$ cat src/rtl/uart_rx_fsm.sv
`default_nettype none
// ============================================================================
// Module      : uart_rx_fsm
// Description : UART receiver control FSM. Detects the start bit, counts
//               oversampling edges and data-bit positions, sequences
//               START/DATA/PARITY/STOP and drives the checker enables.
//               Issues a one-cycle data_valid for every good frame.
//               Optional feature macro: UART_RX_FRAMING_ERR_EN adds a
//               one-cycle frame_err pulse for frames dropped on par/stp error.
// Revision    : 1.0 - initial release
// ============================================================================
module uart_rx_fsm #(
   parameter  int DATA_WIDTH = 8,
   localparam int BIT_W      = (DATA_WIDTH > 1) ? $clog2(DATA_WIDTH) : 1
) (
   input  logic             clk,
   input  logic             rst,
   input  logic             RX_IN,
   input  logic             PAR_EN,
   input  logic [5:0]       Prescale,
   input  logic             strt_glitch,
   input  logic             par_err,
   input  logic             stp_err,
   output logic [4:0]       edge_count,
   output logic [BIT_W-1:0] bit_count,
   output logic             dat_samp_en,
   output logic             deser_en,
   output logic             strt_chk_en,
   output logic             parity_check_en,
   output logic             stp_chk_en,
   output logic             data_valid
`ifdef UART_RX_FRAMING_ERR_EN
   ,
   output logic             frame_err
`endif
);

   typedef enum logic [2:0] {
      S_IDLE   = 3'd0,
      S_START  = 3'd1,
      S_DATA   = 3'd2,
      S_PARITY = 3'd3,
      S_STOP   = 3'd4
   } state_t;

   state_t           state_q, state_d;
   logic [4:0]       edge_count_q, edge_count_d;
   logic [BIT_W-1:0] bit_count_q, bit_count_d;
   logic [5:0]       prescale_q, prescale_d;
   logic             par_en_q, par_en_d;
   logic             data_valid_q, data_valid_d;
`ifdef UART_RX_FRAMING_ERR_EN
   logic             frame_err_q, frame_err_d;
`endif

   logic at_chk;
   logic at_end;
   logic last_bit;
   logic frame_good;

   // CHK point sits two edges past mid-bit so the sampled value has settled
   assign at_chk     = ({1'b0, edge_count_q} == ({1'b0, prescale_q[5:1]} + 6'd2));
   assign at_end     = ({1'b0, edge_count_q} == (prescale_q - 6'd1));
   assign last_bit   = (bit_count_q == BIT_W'(DATA_WIDTH - 1));
   // par_err only matters when the latched frame format actually has parity
   assign frame_good = !stp_err && !(par_en_q && par_err);

   // Next-state, counter and strobe logic
   always_comb begin
      state_d      = state_q;
      edge_count_d = edge_count_q;
      bit_count_d  = bit_count_q;
      prescale_d   = prescale_q;
      par_en_d     = par_en_q;
      data_valid_d = 1'b0;
`ifdef UART_RX_FRAMING_ERR_EN
      frame_err_d  = 1'b0;
`endif
      if (state_q != S_IDLE) begin
         edge_count_d = at_end ? 5'd0 : (edge_count_q + 5'd1);
      end
      case (state_q)
         S_IDLE: begin
            edge_count_d = 5'd0;
            bit_count_d  = '0;
            if (!RX_IN) begin
               // frame format is frozen here for the whole frame
               state_d    = S_START;
               prescale_d = Prescale;
               par_en_d   = PAR_EN;
            end
         end
         S_START: begin
            if (at_end) begin
               bit_count_d = '0;
               state_d     = strt_glitch ? S_IDLE : S_DATA;
            end
         end
         S_DATA: begin
            if (at_end) begin
               if (last_bit) begin
                  bit_count_d = '0;
                  state_d     = par_en_q ? S_PARITY : S_STOP;
               end else begin
                  bit_count_d = bit_count_q + BIT_W'(1);
               end
            end
         end
         S_PARITY: begin
            if (at_end) begin
               state_d = S_STOP;
            end
         end
         S_STOP: begin
            if (at_end) begin
               data_valid_d = frame_good;
`ifdef UART_RX_FRAMING_ERR_EN
               frame_err_d  = !frame_good;
`endif
               // a low line here is the next start bit, no idle gap needed
               state_d      = RX_IN ? S_IDLE : S_START;
            end
         end
         default: begin
            state_d = S_IDLE;
         end
      endcase
   end

   // State and counter registers with asynchronous reset
   always_ff @(posedge clk or posedge rst) begin
      if (rst) begin
         state_q      <= S_IDLE;
         edge_count_q <= 5'd0;
         bit_count_q  <= '0;
         prescale_q   <= 6'd8;
         par_en_q     <= 1'b0;
         data_valid_q <= 1'b0;
`ifdef UART_RX_FRAMING_ERR_EN
         frame_err_q  <= 1'b0;
`endif
      end else begin
         state_q      <= state_d;
         edge_count_q <= edge_count_d;
         bit_count_q  <= bit_count_d;
         prescale_q   <= prescale_d;
         par_en_q     <= par_en_d;
         data_valid_q <= data_valid_d;
`ifdef UART_RX_FRAMING_ERR_EN
         frame_err_q  <= frame_err_d;
`endif
      end
   end

   assign edge_count      = edge_count_q;
   assign bit_count       = bit_count_q;
   assign dat_samp_en     = (state_q != S_IDLE);
   assign strt_chk_en     = (state_q == S_START);
   assign parity_check_en = (state_q == S_PARITY);
   assign stp_chk_en      = (state_q == S_STOP);
   assign deser_en        = (state_q == S_DATA) && at_chk;
   assign data_valid      = data_valid_q;
`ifdef UART_RX_FRAMING_ERR_EN
   assign frame_err       = frame_err_q;
`endif

endmodule
`default_nettype wire

$ cat config.mk
export PLATFORM = sky130hd
export DESIGN_NAME = uart_rx_fsm
export DESIGN_NICKNAME = d
export VERILOG_FILES = /design/src/rtl/uart_rx_fsm.sv
export SDC_FILE = /design/constraint.sdc
export NUM_CORES = 1
export LEC_CHECK = 0
export BUFFER_PORTS_ARGS = -buffer_cell sky130_fd_sc_hd__buf_2
export CAP_MARGIN = 40
export CORE_UTILIZATION = 35
export CTS_CLUSTER_SIZE = 12
export DETAILED_ROUTE_END_ITERATION = 16
export GPL_TIMING_DRIVEN = 0
export RECOVER_POWER = 50
export SLEW_MARGIN = 15
export SYNTH_ARGS = -nofsm -noshare
export SYNTH_HDL_FRONTEND = slang
export SYNTH_SLANG_ARGS = --single-unit
$ cat constraint.sdc
create_clock -name clk -period 1.9 [get_ports clk]
set_input_delay 0.285 -clock clk [delete_from_list [all_inputs] [get_ports clk]]
set_output_delay 0.285 -clock clk [all_outputs]
set_load 0.1 [all_outputs]
==> After elaboration in Yosys (flattened, before gate mapping) <==
Cells that the tools add are included.
{ "totals": {"ramBits": 0, "output_inout_bits": 14, "latchBits": 0, "register_bits": 19, "n_memories": 0, "mem_bits_ro": 0} }
{ "op_classes": {"reduce_logical": 12, "bitwise": 1, "div": 0, "mul": 0, "n_mux": 19, "add_sub_neg": 4, "n_lt_le_gt_ge": 0, "n_eq_ne": 13, "shift": 0} }
{ "op_table": {"columns": ["op", "n"], "rows": [
  ["2-to-1 mux 3 bit", 10],
  ["2-to-1 mux 5 bit", 3],
  ["case mux 3 bit (5 select lines)", 1],
  ["equality test 5 x 6 -> 1 bit", 2],
  ["case mux 3 bit (3 select lines)", 1],
  ["adder 5 x 2 -> 6 bit, second input constant", 1],
  ["equality test 3 x 2 -> 1 bit, second input constant", 2],
  ["equality test 3 bit, second input constant", 2],
  ["!= test 2 x 1 -> 1 bit, second input constant", 3],
  ["!= test 2 bit, second input constant", 3],
  ["AND reduction 6 bit", 1],
  ["nonzero test 3 bit", 2],
  ["subtractor 6 x 1 -> 6 bit, second input constant", 1],
  ["adder 5 x 1 -> 5 bit, second input constant", 1],
  ["adder 3 x 1 -> 3 bit, second input constant", 1],
  ["equality test 3 x 1 -> 1 bit, second input constant", 1],
  ["logical AND 1 bit", 3],
  ["zero test 3 bit", 1],
  ["2-to-1 mux 1 bit", 3],
  ["AND reduction 3 bit", 1],
  ["zero test 1 bit", 2],
  ["2-to-1 mux 2 bit", 1],
  ["AND reduction 2 bit", 1],
  ["nonzero test 2 bit", 1],
  ["inverter 1 bit", 1]
]} }

==> Longest topological paths before layout <==
Gate-level depths: netlist (run 1).
{ "depth": {"depth_word": 5, "mapped_depth": 10, "depth_no_buf": 8} }

==> Least setup slack after synthesis (run 1) <==
Ideal clock, no wire load.
{ "synth_path": {"path_type": "reg2out", "start": "register edge_count_q[3] (netlist: edge_count[3])", "end": "output deser_en", "stages_incl_launch_ff": 6, "arrival_ns": 6.155, "t_required_ns": 1.615, "slack_ns": -4.540, "n_path_buf": 1, "cell_sequence": "dfrtp_1 -> buf_2 -> nand2_1 -> mux2i_1 -> nand4_1 -> a2111oi_0"} }
{ "synth_via": {"elab_chain_len": 2} }
{ "synth_lines": {"columns": ["item", "line", "text"], "rows": [
  ["start, declared", "47", "logic [4:0] edge_count_q, edge_count_d;"],
  ["start signal, assigned", "144", "edge_count_q <= edge_count_d;"],
  ["equality test 5 x 6 -> 1 bit", "62", "assign at_chk = ({1'b0, edge_count_q} == ({1'b0, prescale_q[5:1]} + 6'd2));"],
  ["logical AND 1 bit", "161", "assign deser_en = (state_q == S_DATA) && at_chk;"],
  ["end, declared", "27", "output logic deser_en,"]
]} }
No other way between the ends.

==> Final worst setup path (run 1) <==
{ "layout_path": {"start": "register prescale_q[2]", "end": "output deser_en"} }
{ "layout_via": {"elab_chain_len": 3} }
{ "layout_lines": {"columns": ["item", "line", "text"], "rows": [
  ["start, declared", "49", "logic [5:0] prescale_q, prescale_d;"],
  ["start signal, assigned", "146", "prescale_q <= prescale_d;"],
  ["adder 5 x 2 -> 6 bit", "62", null],
  ["equality test 5 x 6 -> 1 bit", "62", null],
  ["logical AND 1 bit", "161", null]
]} }
No other way between the ends.

==> results of run 1 <==
-- logic make-up (layout without fill, tap and decap cells) --
logic type,count (synthesis),after routing,synth area share (%)
buffers and inverters,16,61,6.81
muxes,5,5,4.78
xor gates and xnor gates,17,17,12.1
and+or+nand+nor,50,50,21.4
DFF,19,19,38.7
adders and majority gates,7,7,7.11
AOI/OAI and AO/OA,16,16,9.04
-- placed cells by master (no fill, tap or decap), types with 2 or more instances in the layout --
master    synthesis  layout
inv_1             8       5
nor2_1           16       8
buf_6             2      11
o21ai_0           5       4
inv_2             0       2
ha_4              0       2
clkbuf_4          0       6
mux2_4            1       3
xnor2_1          11       6
xor2_1            6       6
xnor2_2           0       4
dfrtp_4           0       3
buf_4             1      10
nor3_2            1       2
nand2b_1          2       2
and3_4            0       2
nand3_1           8       7
nor2_4            0       2
nand2_1          12      12
nor2_2            0       6
dfrtp_2           0       4
ha_1              7       4
nor3_4            1       2
dfrtp_1          18      11
o21ai_2           1       2
a21oi_1           3       2
buf_2             4      23
-- cell type report --
| cell class | instances | area, µm² |
|---|---|---|
| fillers | 336 | 1520 |
| multi-input cells | 95 | 867 |
| flip-flops and latches | 19 | 493 |
| repair buffers | 43 | 307 |
| plain buffers | 6 | 63.8 |
| well taps | 46 | 57.6 |
| inverters | 8 | 33.8 |
| clock buffers | 4 | 26.3 |
-- flip-flops by register name, indices dropped and copies added (netlist names) --
register,flops
bit_count,3
data_valid,1
edge_count,5
par_en_q,1
prescale_q,6
state_q,3
-- how the worst min path moves through the flow --
stage                                 to  cells after the start
4_1_cts          edge_count[2]$_DFF_PP0_                      2
2_1_floorplan   bit_count[2]$_DFFE_PP0P_                      1
6_report       prescale_q[0]$_DFFE_PP0P_                      2
3_5_place_dp     edge_count[2]$_DFF_PP0_                      2
3_3_place_gp     edge_count[2]$_DFF_PP0_                      2
5_1_grt        prescale_q[1]$_DFFE_PP0P_                      2
-- routing by layer --
| layer | vias to the layer above | part of all wire [%] | track usage (%) |
|---|---|---|---|
| li1 | 530 | - | - |
| met5 | - | 0 | 0 |
| met2 | 18 | 54 | 31.4 |
| met1 | 514 | 42 | 18.4 |
| met3 | 2 | 3.0 | 1.89 |
| met4 | 0 | 0.36 | 5.52 |
-- stage by stage --
| stage | util (%) | hold slack, ns | setup TNS (ns) | worst slack [ns] | instance area (µm²) |
|---|---|---|---|---|---|
| after global routing | 54.9 | 0.170 | -2.98 | -0.378 | 1850 |
| after floorplan | - | 0.235 | -0.998 | -0.688 | 1330 |
| after global placement | 45.1 | 0.451 | -0.933 | -0.380 | 1520 |
| final | 54.9 | 0.0936 | -2.04 | -0.288 | 1850 |
| after detailed placement | 45.1 | 0.454 | -1.16 | -0.410 | 1520 |
| after CTS | 51.7 | 0.125 | -0.847 | -0.321 | 1740 |
-- repair_timing --
| action | CTS | global route |
|---|---|---|
| pin swaps | 12 | 13 |
| setup buffers | 11 | 6 |
| setup endpoints to repair | 10 | 16 |
| hold buffers | 0 | 0 |
| gates resized for setup | 25 | 17 |
-- power by group through the flow --
stage               Clock, mW  Combinational (mW)  Sequential [mW]
CTS                     0.214                2.32            0.735
global route            0.227                2.77            0.775
global placement            0                1.84            0.769
finish                  0.208                2.58            0.749
floorplan                   0                1.23             1.12
detailed placement          0                1.87            0.774
-- worst max-delay path: stages, from the launching register on --
cell	delay, ns
dfrtp_1	0.41
buf_6	0.12
buf_4	0.16
a31oi_4	0.18
o21ai_2	0.09
a2111oi_4	0.36
buf_6	0.27
==> impl_metrics.py, run 1 <==
metrics = {
    "status": {
        "outcome": "finished with violations",
        "violations": "setup timing",
    },
    "sta": {
        "setup_ws_ns": -0.288,
        "skew_ns": 0.00574,
        "grt_setup_unrepaired": "true",
        "setup_viol": 13,
        "slew_violations": 0,
        "tightest_slew_ns": 0.739,
        "post-route-min-period_ns": 2.19,
        "min_period_over_period_pct": 115,
        "hold_violations": 0,
        "fmax_mhz": 457,
        "slew_headroom_pct": 50.7,
    },
    "power": {
        "p_leak_nw": 0.812,
        "p_int_mw": 1.75,
        "pwr-share-seq_pct": 21.1,
        "swShare_pct": 50.5,
        "combPwrFrac_pct": 73.0,
        "vdd_drop_max_uv": 1150,
        "power.total_mw": 3.54,
        "clock_power_share_pct": 5.9,
        "p_sw_mw": 1.79,
        "power.density_nw_per_um2": 1920,
    },
    "logic_synthesis": {
        "yosysWarnings": 0,
        "synth.area.top_cells": "dfrtp_1 (37%), xnor2_1 (7.8%), ha_1 (7.1%), nor2_1 (4.9%), xor2_1 (4.3%)",
        "synth.distinct_cells": 35,
        "synthesis.nets": 150,
        "yosys.area.top_type": "dfrtp_1",
        "synth_top_area_share_pct": 36.6,
        "avgSynthCellArea_um2": 9.47,
        "synth_most_common_cell": "dfrtp_1",
        "synth_async_sr_flop_share_pct": 100,
        "synth_seq_area_share_pct": 38.7,
        "synth_edf_count": 0,
        "ys.flop_type": "dfrtp_1",
        "synth_common_cells": "dfrtp_1 (18), nor2_1 (16), nand2_1 (12)",
        "ys_ff_latch": 19,
        "syn-cell-area_um2": 1230,
        "syn_inst": 130,
    },
    "clocking": {
        "clk_pin_slew_ns": 0.11,
        "root_buffer": "clkbuf_4",
        "clockBufferDepth": 2,
        "clock_latency_ns": 0.30,
        "numCtsBuffers": 3,
        "cts_tree": "yes",
        "clkSinkCount": 19,
        "h-tree-depth": 1,
    },
    "critical_path": {
        "worstPathRequired_ns": 1.62,
        "reg2reg_depth": 9,
        "startpoint": "prescale_q[2]$_DFFE_PP0P_",
        "r2r_start": "prescale_q[3]$_DFFE_PP1P_",
        "critPathMaxFanout": 5,
        "rrSetupSlack_ns": -0.22,
        "critPathLaunchType": "flip-flop",
        "setup.worst_path.end": "deser_en",
        "critPathCaptureType": "primary output",
        "reg2reg_to": "state_q[0]$_DFFE_PP0P_",
        "cp.arrival_ns": 1.90,
        "path_class": "flip-flop to primary output",
    },
    "die": {
        "start_util_pct": 36.6,
        "io-pin-count": 27,
        "die_w_um": 61.3,
        "dieArea_um2": 3760,
        "die_y_um": 61.3,
        "coreArea_um2": 3360,
        "fp-row-count": 21,
    },
    "finish": {
        "fin_nets": 196,
        "area_growth_pct": 50.1,
        "drive_above_1_share_pct": 57.1,
        "stdcell_count": 221,
        "antenna_cells": 0,
    },
    "detailed_routing": {
        "post_drt_wl_per_cell_um": 12.7,
        "wl_mm": 2.80,
        "drt_iter0_drc": 53,
        "post-route-drc-count": 0,
        "dr.pass1.iters": 5,
        "ant_nets": 0,
        "viasPerCell": 4.81,
        "via_count": 1064,
    },
    "placed_design": {
        "dp.cells": 202,
        "io_buffer_count": 26,
        "dp_hpwl_mm": 1.90,
        "gp_congestion": 0.746,
    },
    "global_routing": {
        "antenna_found_initial": 0,
        "grt_pass1_wl_mm": 4.48,
        "grt_pass1_vias": 1026,
        "grt-ovfl-total": 0,
        "grtUsageTotal_pct": 16.3,
        "grt_max_degree": 20,
    },
    "worst_hold_path": {
        "hold_path.class": "primary input to asynchronous set/reset pin",
    },
    "flow_run": {
        "drv_cap": 0,
    },
}
(Power assumes the default switching activity.)
==> run 2, diff against run 1 <==
PLACE_DENSITY_LB_ADDON = 0.25   (was unset)
==> impl_metrics.py, run 2 (synthesis results as in run 1) <==
metrics = {
    "critical_path": {
        "startpoint": "prescale_q[3]$_DFFE_PP1P_",
        "cpPeakStageDelay_ns": 0.57,
        "path_cells": "buf_6 > ha_4 > xnor2_2 > xnor2_2 > a2111oi_4 > buf_6",
        "r2r_start": "prescale_q[3]$_DFFE_PP1P_",
        "rrSetupSlack_ns": -0.15,
        "worstPathRequired_ns": 1.62,
        "path_class": "flip-flop to primary output",
        "critPathMaxFanout": 5,
        "cp.arrival_ns": 1.93,
        "path_delay_family": "flip-flops",
        "critPathLaunchType": "flip-flop",
        "worst-path-buf-inv": 2,
        "critPathCaptureType": "primary output",
        "crit_slowest_cell": "dfstp_2",
    },
    "finish": {
        "fin_nets": 192,
        "fillers": 314,
        "area_growth_pct": 48.8,
        "final_cell_mix": "buf_2 (22), buf_6 (11), nand2_1 (11)",
        "layout_commonest_cell": "buf_2",
        "largest_register": "prescale_q",
        "largest_reg_flops": 6,
        "antenna_cells": 0,
        "drive_above_1_share_pct": 57.9,
        "stdcell_count": 217,
    },
    "clocking": {
        "cts_tree": "yes",
        "numCtsBuffers": 3,
        "clock_latency_ns": 0.29,
        "clockBufferDepth": 2,
        "root_buffer": "clkbuf_4",
        "h-tree-depth": 1,
        "clk_pin_slew_ns": 0.11,
        "clkSinkCount": 19,
        "hold_buffers": 0,
    },
    "die": {
        "die_y_um": 61.3,
        "fp-row-count": 21,
        "dieArea_um2": 3760,
        "coreArea_um2": 3360,
        "io-pin-count": 27,
        "start_util_pct": 36.6,
        "die_w_um": 61.3,
    },
    "placed_design": {
        "dp.cells": 202,
        "io_buffer_count": 26,
        "dp_hpwl_mm": 1.90,
        "gp_congestion": 0.796,
    },
    "global_routing": {
        "grt_max_degree": 20,
        "grt-ovfl-total": 0,
        "grt_pass1_wl_mm": 4.42,
        "grtUsageTotal_pct": 16.3,
        "grt_pass1_vias": 1003,
        "antenna_found_initial": 0,
    },
    "sta": {
        "slew_violations": 0,
        "skew_ns": 0.00246,
        "tightest_slew_ns": 0.745,
        "min_period_over_period_pct": 117,
        "hold_violations": 0,
        "setup_ws_ns": -0.315,
        "slew_headroom_pct": 50.3,
        "setup_viol": 9,
        "fmax_mhz": 452,
        "setup_tns_ns": -1.13,
        "post-route-min-period_ns": 2.21,
        "grt_setup_unrepaired": "true",
    },
    "detailed_routing": {
        "via_count": 1041,
        "dr.pass1.iters": 4,
        "ant_nets": 0,
        "viasPerCell": 4.80,
        "drt_iter0_drc": 24,
        "wl_mm": 2.69,
        "post-route-drc-count": 0,
        "post_drt_wl_per_cell_um": 12.4,
    },
    "worst_hold_path": {
        "hold_path.class": "primary input to asynchronous set/reset pin",
    },
    "status": {
        "outcome": "finished with violations",
        "violations": "setup timing",
    },
    "flow_run": {
        "drv_cap": 0,
    },
}
==> run 2: cell count changes in the layout (fill, tap and decap cells not counted), moves of 2 or more <==
cell	change
buf_4	-3
nor2_2	-2
nor2_4	+2
o21ai_2	-2
==> run 2: final timing paths <==
| kind | endpoint | depth (start not counted) |
|---|---|---|
| min in group clk | prescale_q[0]$_DFFE_PP0P_ | 3 |
| max | deser_en | 6 |
| max in group asynchronous | edge_count[4]$_DFF_PP0_ | 2 |
| min reg2reg | bit_count[0]$_DFFE_PP0P_ | 1 |
| min | bit_count[2]$_DFFE_PP0P_ | 2 |
| max reg2reg | state_q[1]$_DFFE_PP0P_ | 9 |
==> run 2: repair_timing <==
item                       4_1_cts  5_1_grt
buffers inserted                 7        6
gates resized for setup         20       28
setup endpoints to repair        9       14
gates cloned                     0        0
pin swaps                        6       11
==> run 2: layout make-up <==
class / count / area, µm² / area share, %
plain buffers: 7 / 75.1 / 4.10
flip-flops and latches: 19 / 494 / 27.0
well taps: 46 / 57.6 / 3.14
multi-input cells: 95 / 890 / 48.6
repair buffers: 38 / 253 / 13.8
clock buffers: 4 / 26.3 / 1.43
inverters: 8 / 36.3 / 1.98
==> run 2: per-layer routing <==
| metal | wire length, µm | part of all wire (%) | track usage [%] | vias up |
|---|---|---|---|---|
| met5 | 0 | 0 | 0 | - |
| met4 | 30 | 1.1 | 7.79 | 0 |
| met3 | 75 | 2.8 | 1.89 | 4 |
| met2 | 1400 | 52 | 27.8 | 20 |
| met1 | 1180 | 44 | 20.6 | 493 |
| li1 | - | - | - | 524 |
==> run 2: stage by stage <==
stage	instance area (µm²)	util (%)	hold WS, ns	setup slack, ns
2_1_floorplan	1330	-	0.235	-0.688
3_3_place_gp	1520	45.1	0.456	-0.364
3_5_place_dp	1520	45.1	0.465	-0.379
4_1_cts	1690	50.3	0.127	-0.337
5_1_grt	1830	54.5	0.155	-0.387
6_report	1830	54.5	0.0990	-0.315
Power of run 2 is not shown: default switching activity piles up to over one toggle a cycle in this logic, so the estimate is an artifact.
==> run 3, diff against run 2 <==
SETUP_SLACK_MARGIN = 0.1   (was unset)
==> impl_metrics.py, run 3 (synthesis results as in run 1) <==
metrics = {
    "clocking": {
        "clk_pin_slew_ns": 0.12,
        "clkSinkCount": 19,
        "clock_latency_ns": 0.31,
        "cts_tree": "yes",
        "root_buffer": "clkbuf_4",
        "h-tree-depth": 1,
        "hold_buffers": 0,
        "numCtsBuffers": 3,
        "clockBufferDepth": 2,
    },
    "critical_path": {
        "path_class": "flip-flop to primary output",
        "rrSetupSlack_ns": -0.19,
        "r2r_start": "prescale_q[3]$_DFFE_PP1P_",
        "reg2reg_to": "state_q[1]$_DFFE_PP0P_",
        "reg2reg_depth": 9,
        "critPathCaptureType": "primary output",
        "critPathMaxFanout": 3,
        "critPathLaunchType": "flip-flop",
        "worstPathRequired_ns": 1.62,
        "cp.arrival_ns": 2.01,
    },
    "finish": {
        "final_cell_mix": "buf_2 (21), buf_6 (14), buf_4 (14)",
        "largest_register": "prescale_q",
        "stdcell_count": 226,
        "largest_reg_flops": 6,
        "fin_nets": 201,
        "drive_above_1_share_pct": 64.4,
        "layout_commonest_cell": "buf_2",
        "antenna_cells": 0,
        "area_growth_pct": 64.8,
    },
    "detailed_routing": {
        "via_count": 1124,
        "viasPerCell": 4.97,
        "post_drt_wl_per_cell_um": 14.7,
        "wl_mm": 3.32,
        "ant_nets": 0,
        "drt_iter0_drc": 41,
        "dr.pass1.iters": 4,
        "post-route-drc-count": 0,
    },
    "sta": {
        "setup_viol": 12,
        "slew_violations": 0,
        "whs_ns": 0.0891,
        "tightest_slew_ns": 0.776,
        "skew_ns": 0.00294,
        "fmax_mhz": 435,
        "setup_ws_ns": -0.396,
        "hold_violations": 0,
        "min_period_over_period_pct": 121,
        "grt_setup_unrepaired": "true",
        "post-route-min-period_ns": 2.30,
        "slew_headroom_pct": 48.2,
    },
    "power": {
        "power.density_nw_per_um2": 1990,
        "p_sw_mw": 2.03,
        "clock_power_share_pct": 5.6,
        "swShare_pct": 50.3,
        "pwr-share-seq_pct": 18.7,
        "combPwrFrac_pct": 75.7,
        "p_leak_nw": 0.882,
        "vdd_drop_max_uv": 1500,
        "p_int_mw": 2.01,
        "power.total_mw": 4.04,
    },
    "flow_run": {
        "drv_cap": 0,
    },
    "die": {
        "coreArea_um2": 3360,
        "die_w_um": 61.3,
        "fp-row-count": 21,
        "start_util_pct": 36.6,
        "dieArea_um2": 3760,
        "io-pin-count": 27,
        "die_y_um": 61.3,
    },
    "global_routing": {
        "grtUsageTotal_pct": 18.0,
        "grt_max_degree": 20,
        "antenna_found_initial": 0,
        "grt_pass1_vias": 1068,
        "grt-ovfl-total": 0,
        "grt_pass1_wl_mm": 4.82,
    },
    "placed_design": {
        "gp_congestion": 0.814,
        "dp.cells": 202,
        "dp_hpwl_mm": 1.98,
        "io_buffer_count": 26,
    },
    "status": {
        "outcome": "finished with violations",
        "violations": "setup timing",
    },
    "worst_hold_path": {
        "hold_path.class": "primary input to asynchronous set/reset pin",
    },
}
==> run 3: cell count changes in the layout (fill, tap and decap cells not counted), sizes merged <==
| cell | delta |
|---|---|
| buf | +13 |
| clkinv | +1 |
| clkbuf | -5 |
==> run 3: how the worst max path moves through the flow <==
stage	from	endpoint	slack (ns)
4_1_cts	prescale_q[3]$_DFFE_PP1P_	deser_en	-0.35
5_1_grt	prescale_q[3]$_DFFE_PP1P_	deser_en	-0.46
3_5_place_dp	prescale_q[3]$_DFFE_PP1P_	deser_en	-0.41
3_3_place_gp	prescale_q[2]$_DFFE_PP0P_	deser_en	-0.38
6_report	prescale_q[3]$_DFFE_PP1P_	deser_en	-0.40
2_1_floorplan	edge_count[3]$_DFF_PP0_	deser_en	-0.69
==> run 3: layout make-up <==
cell class,instances,area [µm²]
well taps,46,57.6
inverters,8,36.3
clock buffers,3,22.5
flip-flops and latches,19,494
clock inverters,1,5.00
multi-input cells,95,968
fillers,289,1330
repair buffers,47,367
plain buffers,7,78.8
==> run 3: repair_timing <==
item / in CTS / in global routing
pin swaps: 12 / 16
setup buffers: 14 / 11
gates resized for setup: 28 / 40
endpoints found under the setup margin: 17 / 16
cloned: 0 / 0
==> run 3: critical path: stages (launching register included) <==
cell	delay, ns
dfstp_2	0.59
buf_6	0.13
ha_4	0.13
xnor2_2	0.14
xnor2_2	0.11
a2111oi_4	0.32
buf_6	0.28
==> run 3: per-stage QoR <==
stage | setup TNS [ns] | setup WS, ns | util, % | area, µm²
5_1_grt | -1.96 | -0.461 | 60.3 | 2030
3_5_place_dp | -1.23 | -0.412 | 45.3 | 1530
2_1_floorplan | -1.02 | -0.688 | - | 1340
6_report | -0.994 | -0.396 | 60.3 | 2030
4_1_cts | -1.79 | -0.352 | 53.3 | 1790
3_3_place_gp | -0.983 | -0.384 | 45.3 | 1530
==> run 3: routing by layer <==
metal | up-vias | share of wire [%] | global-route usage [%]
li1 | 545 | - | -
met1 | 546 | 45 | 24.2
met2 | 28 | 51 | 29.3
met3 | 5 | 2.7 | 1.89
met4 | 0 | 1.5 | 7.79
met5 | - | 0 | 0
==> run 3: power by group through the flow <==
stage / clock network (mW) / logic (mW) / registers, mW
finish: 0.224 / 3.06 / 0.757
global route: 0.242 / 3.23 / 0.781
CTS: 0.228 / 2.51 / 0.744
detailed placement: 0 / 1.91 / 0.787
global placement: 0 / 1.87 / 0.774
floorplan: 0 / 1.27 / 1.12
